### config.mk
export PLATFORM = sky130hd
export DESIGN_NAME = alu_feeder
export DESIGN_NICKNAME = d
export VERILOG_FILES = /design/src/rtl/alu_feeder.sv
export SDC_FILE = /design/constraint.sdc
export NUM_CORES = 1
export LEC_CHECK = 0
export CAP_MARGIN = 5
export CORE_MARGIN = 5
export CORE_UTILIZATION = 54
export CTS_CLUSTER_DIAMETER = 200
export DETAILED_ROUTE_END_ITERATION = 8
export PLACE_DENSITY = 0.89
export SYNTH_ARGS = -nofsm -noshare
export SYNTH_HDL_FRONTEND = slang
export SYNTH_SLANG_ARGS = --single-unit
### constraint.sdc
create_clock -name clk -period 10.83 [get_ports clk]
set_clock_uncertainty 0.1 [all_clocks]
set_input_delay 2.166 -clock clk [delete_from_list [all_inputs] [get_ports clk]]
set_output_delay 2.166 -clock clk [all_outputs]
set_load 0.05 [all_outputs]
### src/rtl/alu_feeder.sv
// Feeds queued commands to a byte-serial ALU (opcode byte, then operand bytes),
// waits for the result with a timeout, and buffers results in a small FIFO.
module alu_feeder #(
   parameter int TIMEOUT_CYC = 255,
   parameter int RES_DEPTH   = 2
) (
   input  logic        clk,
   input  logic        rst,
   input  logic        cmd_val,
   output logic        cmd_rdy,
   input  logic [7:0]  cmd_op,
   input  logic [63:0] cmd_opd,
   input  logic [3:0]  cmd_nopd,
   output logic        alu_ctl,
   output logic [7:0]  alu_dat,
   input  logic        alu_ready,
   input  logic [31:0] alu_result,
   input  logic        cfg_wr,
   input  logic [4:0]  cfg_len,
   output logic [4:0]  frame_len,
   output logic        frame_len_val,
   output logic        res_val,
   input  logic        res_rdy,
   output logic [31:0] res_dat,
   output logic        busy,
   output logic        err_timeout,
   output logic [1:0]  dbg_state
);

   localparam int CW  = $clog2(RES_DEPTH + 1);
   localparam int PW  = $clog2(RES_DEPTH);
   localparam int WCW = $clog2(TIMEOUT_CYC + 1);

   typedef enum logic [1:0] {IDLE, OPC, OPD, WAIT} state_t;

   // Handshakes: cmd accepted on an edge with cmd_val && cmd_rdy; a result is
   // popped on an edge with res_val && res_rdy. Neither side may retract val early.
   state_t          state_q, state_nxt;
   logic [63:0]     opd_q, opd_nxt;
   logic [3:0]      left_q, left_nxt;
   logic [WCW-1:0]  wcnt_q, wcnt_nxt;
   logic            ctl_nxt;
   logic [7:0]      dat_nxt;
   logic            rdy_nxt;
   logic            push, pop, accept, tmo;
   logic [CW-1:0]   cnt_q, cnt_nxt;
   logic [PW-1:0]   wr_ptr, rd_ptr;
   logic [31:0]     mem [RES_DEPTH];

   always_comb begin
      state_nxt = state_q;
      opd_nxt   = opd_q;
      left_nxt  = left_q;
      wcnt_nxt  = wcnt_q;
      ctl_nxt   = 1'b0;
      dat_nxt   = 8'h00;
      push      = 1'b0;
      tmo       = 1'b0;
      accept    = cmd_val && cmd_rdy;
      pop       = (cnt_q != '0) && res_rdy;
      case (state_q)
         IDLE: begin
            if (accept) begin
               state_nxt = OPC;
               ctl_nxt   = 1'b1;
               dat_nxt   = cmd_op;
               opd_nxt   = cmd_opd;
               left_nxt  = (cmd_nopd > 4'd8) ? 4'd8 : cmd_nopd;
            end
         end
         // Outputs are registered, so the byte shown next cycle is chosen here.
         OPC, OPD: begin
            if (left_q != 4'd0) begin
               state_nxt = OPD;
               dat_nxt   = opd_q[7:0];
               opd_nxt   = {8'h00, opd_q[63:8]};
               left_nxt  = left_q - 4'd1;
            end else begin
               state_nxt = WAIT;
               wcnt_nxt  = '0;
            end
         end
         WAIT: begin
            if ((wcnt_q != '0) && alu_ready) begin
               push      = 1'b1;
               state_nxt = IDLE;
            end else if (wcnt_q == WCW'(TIMEOUT_CYC - 1)) begin
               tmo       = 1'b1;
               state_nxt = IDLE;
            end else begin
               wcnt_nxt  = wcnt_q + WCW'(1);
            end
         end
         default: state_nxt = IDLE;
      endcase

      cnt_nxt = cnt_q;
      if (push && !pop)      cnt_nxt = cnt_q + CW'(1);
      else if (pop && !push) cnt_nxt = cnt_q - CW'(1);
      rdy_nxt = (state_nxt == IDLE) && alu_ready && (cnt_nxt < CW'(RES_DEPTH));
   end

   always_ff @(posedge clk or posedge rst) begin
      if (rst) begin
         state_q       <= IDLE;
         opd_q         <= '0;
         left_q        <= '0;
         wcnt_q        <= '0;
         alu_ctl       <= 1'b0;
         alu_dat       <= 8'h00;
         cmd_rdy       <= 1'b0;
         err_timeout   <= 1'b0;
         frame_len     <= '0;
         frame_len_val <= 1'b0;
         cnt_q         <= '0;
         wr_ptr        <= '0;
         rd_ptr        <= '0;
         for (int i = 0; i < RES_DEPTH; i++) mem[i] <= '0;
      end else begin
         state_q       <= state_nxt;
         opd_q         <= opd_nxt;
         left_q        <= left_nxt;
         wcnt_q        <= wcnt_nxt;
         alu_ctl       <= ctl_nxt;
         alu_dat       <= dat_nxt;
         cmd_rdy       <= rdy_nxt;
         frame_len_val <= cfg_wr;
         cnt_q         <= cnt_nxt;
         if (tmo)    err_timeout <= 1'b1;
         if (cfg_wr) frame_len   <= cfg_len;
         if (push) begin
            mem[wr_ptr] <= alu_result;
            wr_ptr      <= wr_ptr + PW'(1);
         end
         if (pop) rd_ptr <= rd_ptr + PW'(1);
      end
   end

   assign res_val   = (cnt_q != '0);
   assign res_dat   = mem[rd_ptr];
   assign busy      = (state_q != IDLE);
   assign dbg_state = state_q;

endmodule

-- Word-level counts from Yosys, hierarchy flattened
Cells that the tools add are included.
W data, S select, Z words.
- $add $sub $neg: 6
- order comparisons: 5
- eq/ne operators: 9
- multiplexer cells: 34
- bitwise gates (word level): 2
- reduce and logical (&&, ||, !) cells: 21
- operators by type and width (operator ; number):
    $mux W32 ; 4
    $mux W64 ; 2
    $pmux W64 S2 ; 1
    $bwmux W64 ; 1
    $mux W8 ; 5
    $demux W32 S1 ; 1
    $pmux W8 S2 ; 2
    $mux W4 ; 3
    $mux W2 ; 5
    $ne A2 B2 Y1 const B ; 5
    $add A8 B1 Y8 const B ; 1
    $eq A8 B8 Y1 const B ; 1
    $logic_and A1 B1 Y1 ; 8
    $mux W1 ; 8
    $pmux W4 S2 ; 1
    $reduce_bool A2 Y1 ; 4
    $reduce_bool A8 Y1 ; 1
    $pmux W2 S3 ; 1
    $eq A2 B2 Y1 const B ; 2
    $ge A2 B2 Y1 const B ; 2
    $gt A4 B4 Y1 const B ; 1
    $logic_not A2 Y1 ; 2
    $not A1 Y2 ; 2
    $reduce_and A4 Y1 ; 1
    11 further kinds ; 13
- flip-flop bits (word level): 163
- input bits: 119
- output and inout port bits: 53
- logic and storage cells: 92

-- Depth between registers and ports, before layout
Gate-level depths: netlist (run 1).
- depth in word-level cells: 10
- gate-level depth with buffers: 11
- depth with buffers taken out: 10

-- Worst setup path after synthesis (run 1)
No wires, ideal clock.
- path type: reg-to-output
- start point: reg rd_ptr
- end point: out res_dat[22]
- arrival: 1.363 ns
- required time: 8.564 ns
- slack: 7.201 ns
- stages on the path, launching flop included: 4
- path buffers: 2
- cell sequence: dfrtp_1 clkbuf_1 clkbuf_1 mux2_2
- word-level cells in the longest chain between the ends: 4
- RTL lines (item ; line ; text):
    start, declared ; 47 ; logic [PW-1:0] wr_ptr, rd_ptr;
    start signal, assigned ; 135 ; if (pop) rd_ptr <= rd_ptr + PW'(1);
    $not A1 Y2 (implied by the code) ; 140 ; assign res_dat = mem[rd_ptr];
    $mux W32 (implied by the code) (3 in a row) ; 140 ;
    end, declared ; 24 ; output logic [31:0] res_dat,
Every way passes these cells. The select of a mux whose other input is x is not followed.

-- Worst setup path in the final report (run 1)
- start point: reg rd_ptr
- end point: out res_dat[20]
The elaborated chain is that of the path after synthesis.

==> flow_summary.json, run 1 <==
{
  "yosysTopAreaCell": "dfrtp_1",
  "yosysWarnings": 0,
  "final_cells": 966,
  "synth_top_area_share_pct": 55.1,
  "wl_per_cell_um": 18.9,
  "holdWs_ps": 381,
  "cts.sinks": 163,
  "dpl.cell_count": 934,
  "yosysMostFrequentCell": "dfrtp_1",
  "postCtsSetupBuffers": 0,
  "fillCellCount": 903,
  "avgSynthCellArea_um2": 11.9,
  "n_antenna_cell": 0,
  "syn_to_final_growth_pct": 32.5,
  "cts_tree": "built",
  "required_ps": 8560,
  "cp.arrival_ps": 2640,
  "yosys.area_share.adder_pct": 1.52,
  "outcome": "completed",
  "powerDensity_mw_per_mm2": 316,
  "final_core_util_pct": 73.5,
  "h-tree-depth": 4,
  "dpl.hpwl_um": 13000,
  "grt_pass1_wl_um": 29100,
  "ys_async_sr_fraction_pct": 100,
  "ys_types": 49,
  "yosysSeqAreaShare_pct": 55.1,
  "start_kind": "register",
  "worstMarginPinSlew_ps": 1030,
  "design_area_mm2": 0.00981,
  "slew_viol_final": 0,
  "fin_setup_tns_ps": 0,
  "post-route-min-period_ps": 4910,
  "dr_wl_met2_um": 8810,
  "cts_resized": 0,
  "rsz0062_at_grt": "no",
  "synth_commonest_cells": "dfrtp_1 (163), mux2_2 (98), nand2_1 (80), o21ai_0 (62), mux2i_1 (59)",
  "irDropWorstVdd_mv": 0.227,
  "final_layout_size_suffix_gt1_share_pct": 18.5,
  "port_buffers": 171,
  "numCtsBuffers": 17,
  "ioPinCount": 172,
  "post-route-period-util_pct": 45.3,
  "grt_pass1_vias": 5700,
  "synth_nets": 750,
  "hold_class": "reg -> reg",
  "synth.area.mux_share_pct": 23.5,
  "drtAntennaViolNets": 0,
  "die_w_um": 127,
  "yosys.area_share.simple_pct": 7.94,
  "hold_buffers": 0,
  "grt_usage_pct": 22.8,
  "leakagePower_uw": 0.00439,
  "worst_setup_path_end_kind": "primary output",
  "core_mm2": 0.0133,
  "wl_met3_um": 1390,
  "drt-total-wl_um": 18200,
  "overflow": 0,
  "grt_start_max_net_pins": 123,
  "vias": 5383,
  "synth_xor_area_share_pct": 0.237,
  "rows": 42,
  "placed_area_mm2": 0.00920,
  "die-area_mm2": 0.0162,
  "die_h_um": 127,
  "nNetsFinal": 905,
  "max-clock-path-buffers": 2,
  "syn-instance-count": 622,
  "drt-met1-wl_um": 7530,
  "synth-edff-count": 0,
  "finalHoldViolations": 0,
  "root_buffer": "clkbuf_16",
  "crit_fanout": 22,
  "cts.clk_slew.worst_paths_ps": 60,
  "drc": 0,
  "synth_compound_area_share_pct": 8.16,
  "fmax_ghz": 0.204,
  "dr.pass1.iters": 4,
  "synth-main-ff-cell": "dfrtp_1",
  "finalSetupViolCount": 0,
  "synth_top_family_by_area": "multiplexers",
  "drt-initial-drc-count": 297,
  "via_per_inst": 5.57,
  "max-slew-margin-rel_pct": 31.4,
  "worstSkewPairLatency_ps": 420,
  "synth_area_leaders": "dfrtp_1 (55%), mux2_2 (15%), mux2i_1 (8.0%)",
  "gp_congestion": 0.871,
  "max_cap_violations": 0,
  "top_layer_used": "met4",
  "yosys_register_bits": 163,
  "syn_area_mm2": 0.00740,
  "crit_type": "reg -> out",
  "antenna_found_initial": 0,
  "start_util_pct": 55.5
}
==> sequential cells by signal, indices dropped and copies added, names as in the netlist <==
signal,flops
alu_ctl,1
frame_len_val,1
mem,64
alu_dat,8
wr_ptr,1
rd_ptr,1
dbg_state,2
cmd_rdy,1
wcnt_q,8
left_q,4
err_timeout,1
opd_q,64
cnt_q,2
frame_len,5
==> cells by family (layout without fill, tap and decap cells) <==
logic type,Yosys count,count (layout)
fa+ha+maj,9,9
simple gates,131,131
mux,160,160
compound gates,99,99
flops,163,163
buf+inv,58,226
xor+xnor,2,2
==> per-layer routing <==
layer	vias to the layer above	GRT usage [%]
met4	0	8.45
met3	39	6.80
met5	-	0
met2	219	37.4
met1	2622	28.7
li1	2503	-
==> area by class of cell <==
type	instances	area [µm²]	area share [%]
Timing Repair Buffer	174	1730	17.7
Clock buffer	20	457	4.66
Sequential cell	163	4080	41.6
Multi-Input combinational cell	401	3080	31.4
Tap cell	176	220	2.24
Inverter	20	80.1	0.816
Clock inverter	12	155	1.58
==> per-stage QoR <==
stage | power [µW] | setup WS [ps]
final | 3100 | 5920
after global routing | 3270 | 5830
after CTS | 3120 | 5920
after detailed placement | 2490 | 6410
after global placement | 2410 | 6480
after floorplan | 2050 | 4160
==> power breakdown <==
part | total [µW] | leakage, µW | internal, µW | switching [µW]
logic | 1470 | 0.00202 | 596 | 873
registers | 1020 | 0.00208 | 861 | 154
clock network | 614 | 0.000296 | 375 | 239
total | 3100 | 0.00439 | 1830 | 1270
==> worst paths after layout <==
path,from,to,slack [ps],cells past startpoint
max,rd_ptr$_DFFE_PP0P_,res_dat[20],5920,3
min,opd_q[13]$_DFFE_PP0P_,opd_q[13]$_DFFE_PP0P_,380,2
max reg2reg,dbg_state[0]$_DFF_PP0_,opd_q[16]$_DFFE_PP0P_,7560,5
min reg2reg,opd_q[13]$_DFFE_PP0P_,opd_q[13]$_DFFE_PP0P_,380,2
max in group asynchronous,rst,mem[31]$_DFFE_PP0P_,6970,3
min in group asynchronous,rst,mem[59]$_DFFE_PP0P_,2160,2
==> cell usage in the layout (no fill, tap or decap), types with 2 or more instances in the layout <==
| cell type | n |
|---|---|
| clkdlybuf4s50_1 | 171 |
| dfrtp_1 | 163 |
| mux2_2 | 98 |
| nand2_1 | 80 |
| o21ai_0 | 62 |
| mux2i_1 | 59 |
| inv_1 | 18 |
| clkbuf_16 | 17 |
| nand3_1 | 14 |
| nor2_1 | 12 |
| a22oi_1 | 8 |
| ha_1 | 8 |
| nand2b_1 | 6 |
| o31ai_1 | 5 |
| nand4_1 | 4 |
| mux2_4 | 3 |
| a31oi_1 | 3 |
| or4_1 | 3 |
| clkinv_4 | 3 |
| bufinv_16 | 3 |
| clkinv_2 | 3 |
| buf_4 | 3 |
| inv_6 | 2 |
| nor3_1 | 2 |
| nor4_1 | 2 |
| a21oi_1 | 2 |
| a2bb2oi_1 | 2 |
| a21boi_0 | 2 |
| clkinvlp_4 | 2 |
| clkbuf_8 | 2 |
==> worst max-delay path: stages, from the launching register on <==
cell             delay (ps)
dfrtp_1                 670
buf_4                   400
mux2_2                  390
clkdlybuf4s50_1         740
No activity file was read; power rests on OpenSTA's default activity.
==> inputs of run 2 (changes only) <==
--- a/config.mk
+++ b/config.mk
@@ -7,10 +7,10 @@
 export LEC_CHECK = 0
 export CAP_MARGIN = 5
 export CORE_MARGIN = 5
-export CORE_UTILIZATION = 54
+export CORE_UTILIZATION = 45
 export CTS_CLUSTER_DIAMETER = 200
 export DETAILED_ROUTE_END_ITERATION = 8
-export PLACE_DENSITY = 0.89
+export PLACE_DENSITY = 0.8
 export SYNTH_ARGS = -nofsm -noshare
 export SYNTH_HDL_FRONTEND = slang
 export SYNTH_SLANG_ARGS = --single-unit
==> constraint.sdc (replaced) <==
create_clock -name clk -period 4.5 [get_ports clk]
set_clock_uncertainty 0.1 [all_clocks]
set_input_delay 0.9 -clock clk [delete_from_list [all_inputs] [get_ports clk]]
set_output_delay 0.9 -clock clk [all_outputs]
set_load 0.05 [all_outputs]
==> run 2 against run 1 <==
  * Power grew 140%
  * Clock-buffer cell count unchanged
  * Via count down 3.5%
  * Cell count grew 3.9%
  * Design area rose by 0.70%
  * First-iteration DRC count shrank 19%
  * Largest cell class unchanged
  * Largest power group unchanged
==> flow_summary.json, run 2 (synthesis results as in run 1) <==
{
  "post-route-period-util_pct": 73.9,
  "syn_to_final_growth_pct": 33.4,
  "crit_fanout": 32,
  "holdWs_ps": 371,
  "final_layout_size_suffix_gt1_share_pct": 18.3,
  "wl_per_cell_um": 17.1,
  "start_util_pct": 46.3,
  "required_ps": 3500,
  "h-tree-depth": 4,
  "postCtsSetupBuffers": 0,
  "rsz0062_at_grt": "no",
  "crit_type": "reg -> out",
  "overflow": 0,
  "worstSetupStartpoint": "rd_ptr$_DFFE_PP0P_",
  "nNetsFinal": 906,
  "post-route-min-period_ps": 3330,
  "final_core_util_pct": 61.7,
  "setup_slack_ps": 1170,
  "gp_congestion": 0.885,
  "ioPinCount": 172,
  "worstSkewPairLatency_ps": 420,
  "combPwrFrac_pct": 47.3,
  "final_cell_mix": "clkdlybuf4s50_1 (171), dfrtp_1 (163), mux2_2 (98), nand2_1 (80), o21ai_0 (62)",
  "fin_setup_tns_ps": 0,
  "leakagePower_uw": 0.00440,
  "final_common_cell": "clkdlybuf4s50_1",
  "dp_slack_ps": 1330,
  "via_per_inst": 5.17,
  "cts_tree": "built",
  "max-slew-margin-rel_pct": 33.4,
  "drt-total-wl_um": 17200,
  "powerDensity_mw_per_mm2": 751,
  "hold_buffers": 0,
  "max-clock-path-buffers": 2,
  "worst_setup_path_end_kind": "primary output",
  "cts_resized": 0,
  "hp-start": "opd_q[57]$_DFFE_PP0P_",
  "placed_area_mm2": 0.00927,
  "swShare_pct": 40.0,
  "n_antenna_cell": 0,
  "cts.clk_slew.worst_paths_ps": 60,
  "die_h_um": 138,
  "port_buffers": 171,
  "r2r_start": "dbg_state[0]$_DFF_PP0_",
  "cts.sinks": 163,
  "vias": 5193,
  "grt_pass1_wl_um": 28200,
  "switching_power_uw": 2960,
  "finalSetupViolCount": 0,
  "worstMarginPinSlew_ps": 999,
  "fmax_ghz": 0.301,
  "grt_start_max_net_pins": 164,
  "hold_class": "reg -> reg",
  "design_area_mm2": 0.00988,
  "power.share.clock_pct": 20.4,
  "max_cap_violations": 0,
  "root_buffer": "clkbuf_16",
  "drt-initial-drc-count": 241,
  "finalHoldViolations": 0,
  "core_mm2": 0.0160,
  "dpl.hpwl_um": 12200,
  "die-area_mm2": 0.0191,
  "p_int_uw": 4450,
  "outcome": "completed",
  "slew_viol_final": 0,
  "cp.arrival_ps": 2330,
  "grt_usage_pct": 18.0,
  "grt_pass1_vias": 5406,
  "rows": 46,
  "seq_power_share_pct": 32.3,
  "die_w_um": 138,
  "drc": 0,
  "irDropWorstVdd_mv": 0.400,
  "dr.pass1.iters": 4,
  "start_kind": "register",
  "largestRegisters": "mem x64, opd_q x64",
  "antenna_found_initial": 0,
  "numCtsBuffers": 17,
  "drtAntennaViolNets": 0
}
-- run 2: cell count changes in the layout (fill, tap and decap cells not counted), sizes merged --
cell / delta
clkinv: -3
buf: +1
bufinv: +1
inv: -1
-- run 2: path summary, 6_finish.rpt --
kind | end | slack, ps | cells after the start
setup reg to reg | mem[23]$_DFFE_PP0P_ | 1760 | 5
setup / recovery | res_dat[23] | 1170 | 3
min in group asynchronous | mem[56]$_DFFE_PP0P_ | 1000 | 3
max in group asynchronous | opd_q[0]$_DFFE_PP0P_ | 2710 | 3
hold reg to reg | opd_q[57]$_DFFE_PP0P_ | 370 | 2
hold / removal | opd_q[57]$_DFFE_PP0P_ | 370 | 2
-- run 2: through the flow --
stage          instances  power, µW
2_1_floorplan        622       4930
3_3_place_gp         975       5830
3_5_place_dp         975       5970
4_1_cts             1004       7500
5_1_grt             1004       7880
6_report            1004       7410
-- run 2: per-layer routing --
| metal | wire length [µm] | track usage, % |
|---|---|---|
| met5 | 0 | 0 |
| met4 | 263 | 5.62 |
| met3 | 1270 | 5.83 |
| met2 | 8130 | 28.8 |
| met1 | 7510 | 23.5 |
-- run 2: area by class of cell --
class                           count  area (µm²)
Fill cell                        1278        6120
Sequential cell                   163        4080
Multi-Input combinational cell    401        3080
Timing Repair Buffer              175        1750
Clock buffer                       20         457
Tap cell                          216         270
Clock inverter                      9         155
Inverter                           20        78.8
-- run 2: critical path, cell delays in order (launching register included) --
cell,delay (ps)
dfrtp_1,360
buf_4,410
mux2_2,410
clkdlybuf4s50_1,710
-- run 2: power groups by stage --
stage / sequential (µW) / combinational (µW) / clock, µW
6_report: 2390 / 3510 / 1510
5_1_grt: 2470 / 3810 / 1610
4_1_cts: 2400 / 3560 / 1540
3_5_place_dp: 2420 / 3540 / 0
3_3_place_gp: 2380 / 3450 / 0
2_1_floorplan: 2490 / 2440 / 0
